[config.mk]
export PLATFORM = sky130hd
export DESIGN_NAME = i2s_audio_rx
export DESIGN_NICKNAME = d
export VERILOG_FILES = /design/src/rtl/i2s_audio_rx.sv
export SDC_FILE = /design/constraint.sdc
export NUM_CORES = 1
export LEC_CHECK = 0
export ABC_AREA = 0
export CAP_MARGIN = 30
export CORE_MARGIN = 10
export CORE_UTILIZATION = 50
export CTS_BUF_LIST = sky130_fd_sc_hd__clkbuf_4 sky130_fd_sc_hd__clkbuf_8
export DETAILED_ROUTE_END_ITERATION = 8
export GPL_ROUTABILITY_DRIVEN = 0
export PLACE_DENSITY = 0.76
export SYNTH_ARGS = -nofsm -noshare
export SYNTH_HDL_FRONTEND = slang
export SYNTH_SLANG_ARGS = --single-unit
[constraint.sdc]
create_clock -name clk -period 1.8 [get_ports clk]
set_input_delay 0.54 -clock clk [delete_from_list [all_inputs] [get_ports clk]]
set_output_delay 0.54 -clock clk [all_outputs]
set_load 0.03 [all_outputs]
[src/rtl/i2s_audio_rx.sv]
// I2S receiver: synchronizes bclk/lrclk/sdata, deserializes MSB-first words and presents L/R pairs.
// Optional macro I2S_RX_MONO_MIX_EN adds pcm_mono = (pcm_l + pcm_r) >>> 1, updated with each pair.
module i2s_audio_rx #(
    parameter int unsigned audio_bits = 16
) (
    input  logic                  clk,
    input  logic                  reset,
    input  logic                  bclk,
    input  logic                  lrclk,
    input  logic                  sdata,
    output logic [audio_bits-1:0] pcm_l,
    output logic [audio_bits-1:0] pcm_r,
    output logic                  sample_valid,
`ifdef I2S_RX_MONO_MIX_EN
    output logic [audio_bits-1:0] pcm_mono,
`endif
    output logic                  frame_error
);

    localparam int unsigned CNT_W = $clog2(audio_bits + 1);
    localparam logic [CNT_W-1:0] FULL = CNT_W'(audio_bits);
    localparam logic [CNT_W-1:0] TOP  = CNT_W'(audio_bits - 1);

    typedef enum logic [1:0] {UNSYNC, LEFT, RIGHT} state_e;

    state_e                state_q, state_d;
    logic [1:0]            bclk_sync_q, bclk_sync_d;
    logic [1:0]            lr_sync_q, lr_sync_d;
    logic [1:0]            sd_sync_q, sd_sync_d;
    logic                  bclk_prev_q, bclk_prev_d;
    logic                  lr_prev_q, lr_prev_d;
    logic [audio_bits-1:0] shift_q, shift_d;
    logic [CNT_W-1:0]      count_q, count_d;
    logic [audio_bits-1:0] left_hold_q, left_hold_d;
    logic                  left_pend_q, left_pend_d;
    logic [audio_bits-1:0] pcm_l_q, pcm_l_d;
    logic [audio_bits-1:0] pcm_r_q, pcm_r_d;
    logic                  sv_q, sv_d;
    logic                  fe_q, fe_d;

    logic                  rise_c;
    logic                  lr_s;
    logic                  sd_s;
    logic [audio_bits-1:0] shift_w;
    logic [CNT_W-1:0]      count_w;

`ifdef I2S_RX_MONO_MIX_EN
    logic [audio_bits-1:0] pcm_mono_q, pcm_mono_d;
    logic [audio_bits:0]   mono_sum;

    // Sign-extended sum of the pair being loaded; its upper bits are the >>>1 result
    assign mono_sum = {left_hold_q[audio_bits-1], left_hold_q} + {shift_w[audio_bits-1], shift_w};
    assign pcm_mono = pcm_mono_q;
`endif

    assign lr_s   = lr_sync_q[1];
    assign sd_s   = sd_sync_q[1];
    assign rise_c = bclk_sync_q[1] & ~bclk_prev_q;

    // Word with the current bit placed MSB-first; count saturates at a full word
    always_comb begin
        shift_w = shift_q;
        count_w = count_q;
        if (count_q < FULL) begin
            shift_w = shift_q | (audio_bits'(sd_s) << (TOP - count_q));
            count_w = count_q + CNT_W'(1);
        end
    end

    always_comb begin
        bclk_sync_d = {bclk_sync_q[0], bclk};
        lr_sync_d   = {lr_sync_q[0], lrclk};
        sd_sync_d   = {sd_sync_q[0], sdata};
        bclk_prev_d = bclk_sync_q[1];
        state_d     = state_q;
        lr_prev_d   = lr_prev_q;
        shift_d     = shift_q;
        count_d     = count_q;
        left_hold_d = left_hold_q;
        left_pend_d = left_pend_q;
        pcm_l_d     = pcm_l_q;
        pcm_r_d     = pcm_r_q;
        sv_d        = 1'b0;
        fe_d        = 1'b0;
`ifdef I2S_RX_MONO_MIX_EN
        pcm_mono_d  = pcm_mono_q;
`endif
        if (rise_c) begin
            lr_prev_d = lr_s;
            if (lr_s == lr_prev_q) begin
                if (state_q != UNSYNC) begin
                    shift_d = shift_w;
                    count_d = count_w;
                end
            end else begin
                // Channel boundary: this bit closes the ending word, which commits unless unsynced
                state_d = lr_s ? RIGHT : LEFT;
                shift_d = '0;
                count_d = '0;
                if (state_q != UNSYNC) begin
                    fe_d = (count_w < FULL);
                    if (!lr_prev_q) begin
                        left_hold_d = shift_w;
                        left_pend_d = 1'b1;
                    end else if (left_pend_q) begin
                        pcm_l_d     = left_hold_q;
                        pcm_r_d     = shift_w;
                        sv_d        = 1'b1;
                        left_pend_d = 1'b0;
`ifdef I2S_RX_MONO_MIX_EN
                        pcm_mono_d  = mono_sum[audio_bits:1];
`endif
                    end
                end
            end
        end
    end

    always_ff @(posedge clk) begin
        if (reset) begin
            state_q     <= UNSYNC;
            bclk_sync_q <= '0;
            lr_sync_q   <= '0;
            sd_sync_q   <= '0;
            bclk_prev_q <= 1'b0;
            lr_prev_q   <= 1'b0;
            shift_q     <= '0;
            count_q     <= '0;
            left_hold_q <= '0;
            left_pend_q <= 1'b0;
            pcm_l_q     <= '0;
            pcm_r_q     <= '0;
            sv_q        <= 1'b0;
            fe_q        <= 1'b0;
`ifdef I2S_RX_MONO_MIX_EN
            pcm_mono_q  <= '0;
`endif
        end else begin
            state_q     <= state_d;
            bclk_sync_q <= bclk_sync_d;
            lr_sync_q   <= lr_sync_d;
            sd_sync_q   <= sd_sync_d;
            bclk_prev_q <= bclk_prev_d;
            lr_prev_q   <= lr_prev_d;
            shift_q     <= shift_d;
            count_q     <= count_d;
            left_hold_q <= left_hold_d;
            left_pend_q <= left_pend_d;
            pcm_l_q     <= pcm_l_d;
            pcm_r_q     <= pcm_r_d;
            sv_q        <= sv_d;
            fe_q        <= fe_d;
`ifdef I2S_RX_MONO_MIX_EN
            pcm_mono_q  <= pcm_mono_d;
`endif
        end
    end

    assign pcm_l        = pcm_l_q;
    assign pcm_r        = pcm_r_q;
    assign sample_valid = sv_q;
    assign frame_error  = fe_q;

endmodule

==> flow_summary.ini <==
[die]
start_util_pct = 51.3
io_pins = 39
fp.dieW_microns = 101
num_rows = 29
die_h_microns = 101
die_area_sq_um = 10100
coreArea_sq_um = 6350

[setup_path]
critPathTopFamily = buffers and inverters
end_kind = output port
start_kind = flop
crit_fanout = 2
required_ns = 1.26
reg2reg_slack_ns = 0.14
rr_worst_depth = 7
crit_slowest_cell = dlygate4sd2_1
crit_buf_inv = 1
worst_ep_arrival_time_ns = 1.12
cpPeakStageDelay_ns = 0.41
path_cells = dlygate4sd2_1
r2r_start = lr_sync_q[1]
path_class = flop to output port
rr_endpoint = count_q[2]

[synth]
postSynthCellCount = 387
synth_top_area_share_pct = 50.4
synthSimpleGateAreaFrac_pct = 30.8
synth.mux.area_fraction_pct = 0.307
synth-xor-area-share_pct = 0
synth_fa_ha_area_share_pct = 1.15
ys_seq_elements = 82
syn_area_sq_um = 3260
yosys.area.top_type = dfxtp_1
synth_compound_area_share_pct = 11.8
syn_area_per_cell_sq_um = 8.42
synth_warnings = 0
ys.flop_type = dfxtp_1
ys_seq_area_share_pct = 50.4
synth_edf_count = 0
post-synth-top-count-cell = dfxtp_1
async_flop_share_pct = 0
synth_top_family_by_area = simple AND/OR/NAND/NOR gates
synth_area_leaders = dfxtp_1 50%, nor2_1 9.1%, nor3_1 5.7%, nand2_1 5.0%, a21oi_1 4.8%
ys_types = 46
synth_nets = 395
yosys-top-cells-count = 82 x dfxtp_1, 79 x nor2_1, 43 x nand2_1

[finish]
finalNetCount = 430
drive_above_1_share_pct = 14.5
final.fill_count = 568
area_delta_synth_final_pct = 19.6
regArea_sq_um = 1640
multi_input_area_sq_um = 1460
num_antenna_cells = 0
fin_cells = 504

[clock_network]
clk_latency_ns = 0.36
cts_max_level = 3
cts_hold_buf = 0
clkTransAtPathRegs_ns = 0.09
clock_path_buffers = 2
cts_tree = built
cts_num_sinks = 82
post_cts_buffers = 0
numCtsBuffers = 9
root_buffer = clkbuf_8

[flow_run]
max_cap_violations = 0

[power_and_ir_drop]
power.density_nw_per_um2 = 802
peakVddDrop_mv = 0.520
leakagePower_uw = 0.00162

[sta]
fmax_mhz = 603
maxSlewHeadroom_pct = 61.0
fin_crit_ns = 1.66
slew_viol_final = 0
fin_skew_ns = 0.0115
worst_pin_slew_ns = 0.584
period_share_pct = 92.1
setup_viol = 0
rsz0062_at_grt = no
finalHoldViolCount = 0
finalSetupTns_ns = 0

[drt]
via_per_inst = 5.36
wl_met2_microns = 3480
met1_length_microns = 3240
top_layer = met4
vias = 2700
drt-wirelength-per-cell_microns = 14.5
dr_wl_met3_microns = 337
drc = 0
drtAntennaViolNets = 0
dr.pass1.iters = 4
finalWirelength_microns = 7280
drt-initial-drc-count = 167

[placed_design]
portBuffers = 38
dp_hpwl_microns = 4990
dp_cells = 488

[grt]
grt_max_degree = 43
antenna_found_initial = 0
grt_overflow = 0
grt.total_usage_pct = 14.6
grt_pass1_wl_microns = 12100
grt_pass1_vias = 2514

[hold_path]
hold_class = flop to flop
hold_depth = 1
holdCritStartpoint = bclk_sync_q[0]
min_to = bclk_sync_q[1]

[outcome]
status = finished clean
[stage by stage]
stage               area (sq um)  hold WS (ns)  worst slack (ns)  power, uW  utilization (%)
global route                3900         0.466            0.0282       3220             61.4
global placement            3740         0.415            0.0712       1950             59.0
detailed placement          3740         0.424           0.00567       1950             59.0
finish                      3900         0.444             0.143       3120             61.4
CTS                         3880         0.445            0.0504       3140             61.2
floorplan                   3270         0.414            0.0158       1920                -
[power breakdown]
group | leakage, uW | switching, uW | total, uW | internal (uW)
clock network | 0.0000964 | 675 | 1220 | 541
registers | 0.000662 | 4.65 | 1820 | 1820
logic | 0.000866 | 51.4 | 83.8 | 32.4
[worst max path at each step]
stage                  from           to  slack (ns)  cells after the start
2_1_floorplan  lr_sync_q[1]  shift_q[12]        0.02                      8
3_3_place_gp   lr_sync_q[1]  shift_q[13]        0.07                      5
3_5_place_dp   lr_sync_q[1]  shift_q[12]       0.006                      5
4_1_cts        lr_sync_q[1]   count_q[2]        0.05                      5
5_1_grt          count_q[1]   shift_q[8]        0.03                      4
6_report           pcm_r[0]     pcm_r[0]        0.14                      1
[sequential cells by signal, summed over array words and instances, names as in the netlist, 2 cells and up]
signal,count
count_q,5
shift_q,16
pcm_r,16
left_hold_q,16
state_q,2
pcm_l,16
sd_sync_q,2
bclk_sync_q,2
lr_sync_q,2
[cells by family after synthesis]
group	count (synthesis)
mux	1
fa+ha+maj	3
simple gates	206
buf+inv	36
compound gates	59
flops	82
[layout by cell type, fill, tap and decap left out, types with 2 or more instances in the layout]
master            n
dfxtp_1          81
nor2_1           79
nand2_1          43
nor3_1           37
dlygate4sd2_1    34
a21oi_1          31
nor2_2           11
clkbuf_8         10
buf_4            10
inv_1             8
a31o_2            8
nor2b_1           7
o21bai_1          6
nand3_1           5
nand2b_1          4
buf_12            4
a31oi_1           3
a32oi_1           3
ha_1              3
clkinv_2          3
clkdlybuf4s50_1   3
nor4b_2           2
and4b_1           2
nor4_4            2
clkinv_4          2
[repair_timing]
item	in CTS	in global routing
pin swaps	0	0
setup endpoints to repair	44	14
gates resized for setup	35	2
[per-layer routing]
| layer | GRT usage (%) | vias up |
|---|---|---|
| li1 | - | 1374 |
| met1 | 17.7 | 1256 |
| met2 | 23.2 | 54 |
| met3 | 3.50 | 16 |
| met4 | 8.04 | 0 |
| met5 | 0 | - |
[area by class of cell]
class,instances,share of cell area (%)
sequential,82,42.2
inverter,8,0.771
timing repair buffer,52,12.5
clock buffer,10,3.53
multi-input combinational,269,37.5
tap,77,2.47
clock inverter,6,1.06
Note: power is estimated with default switching activity, not from simulation.
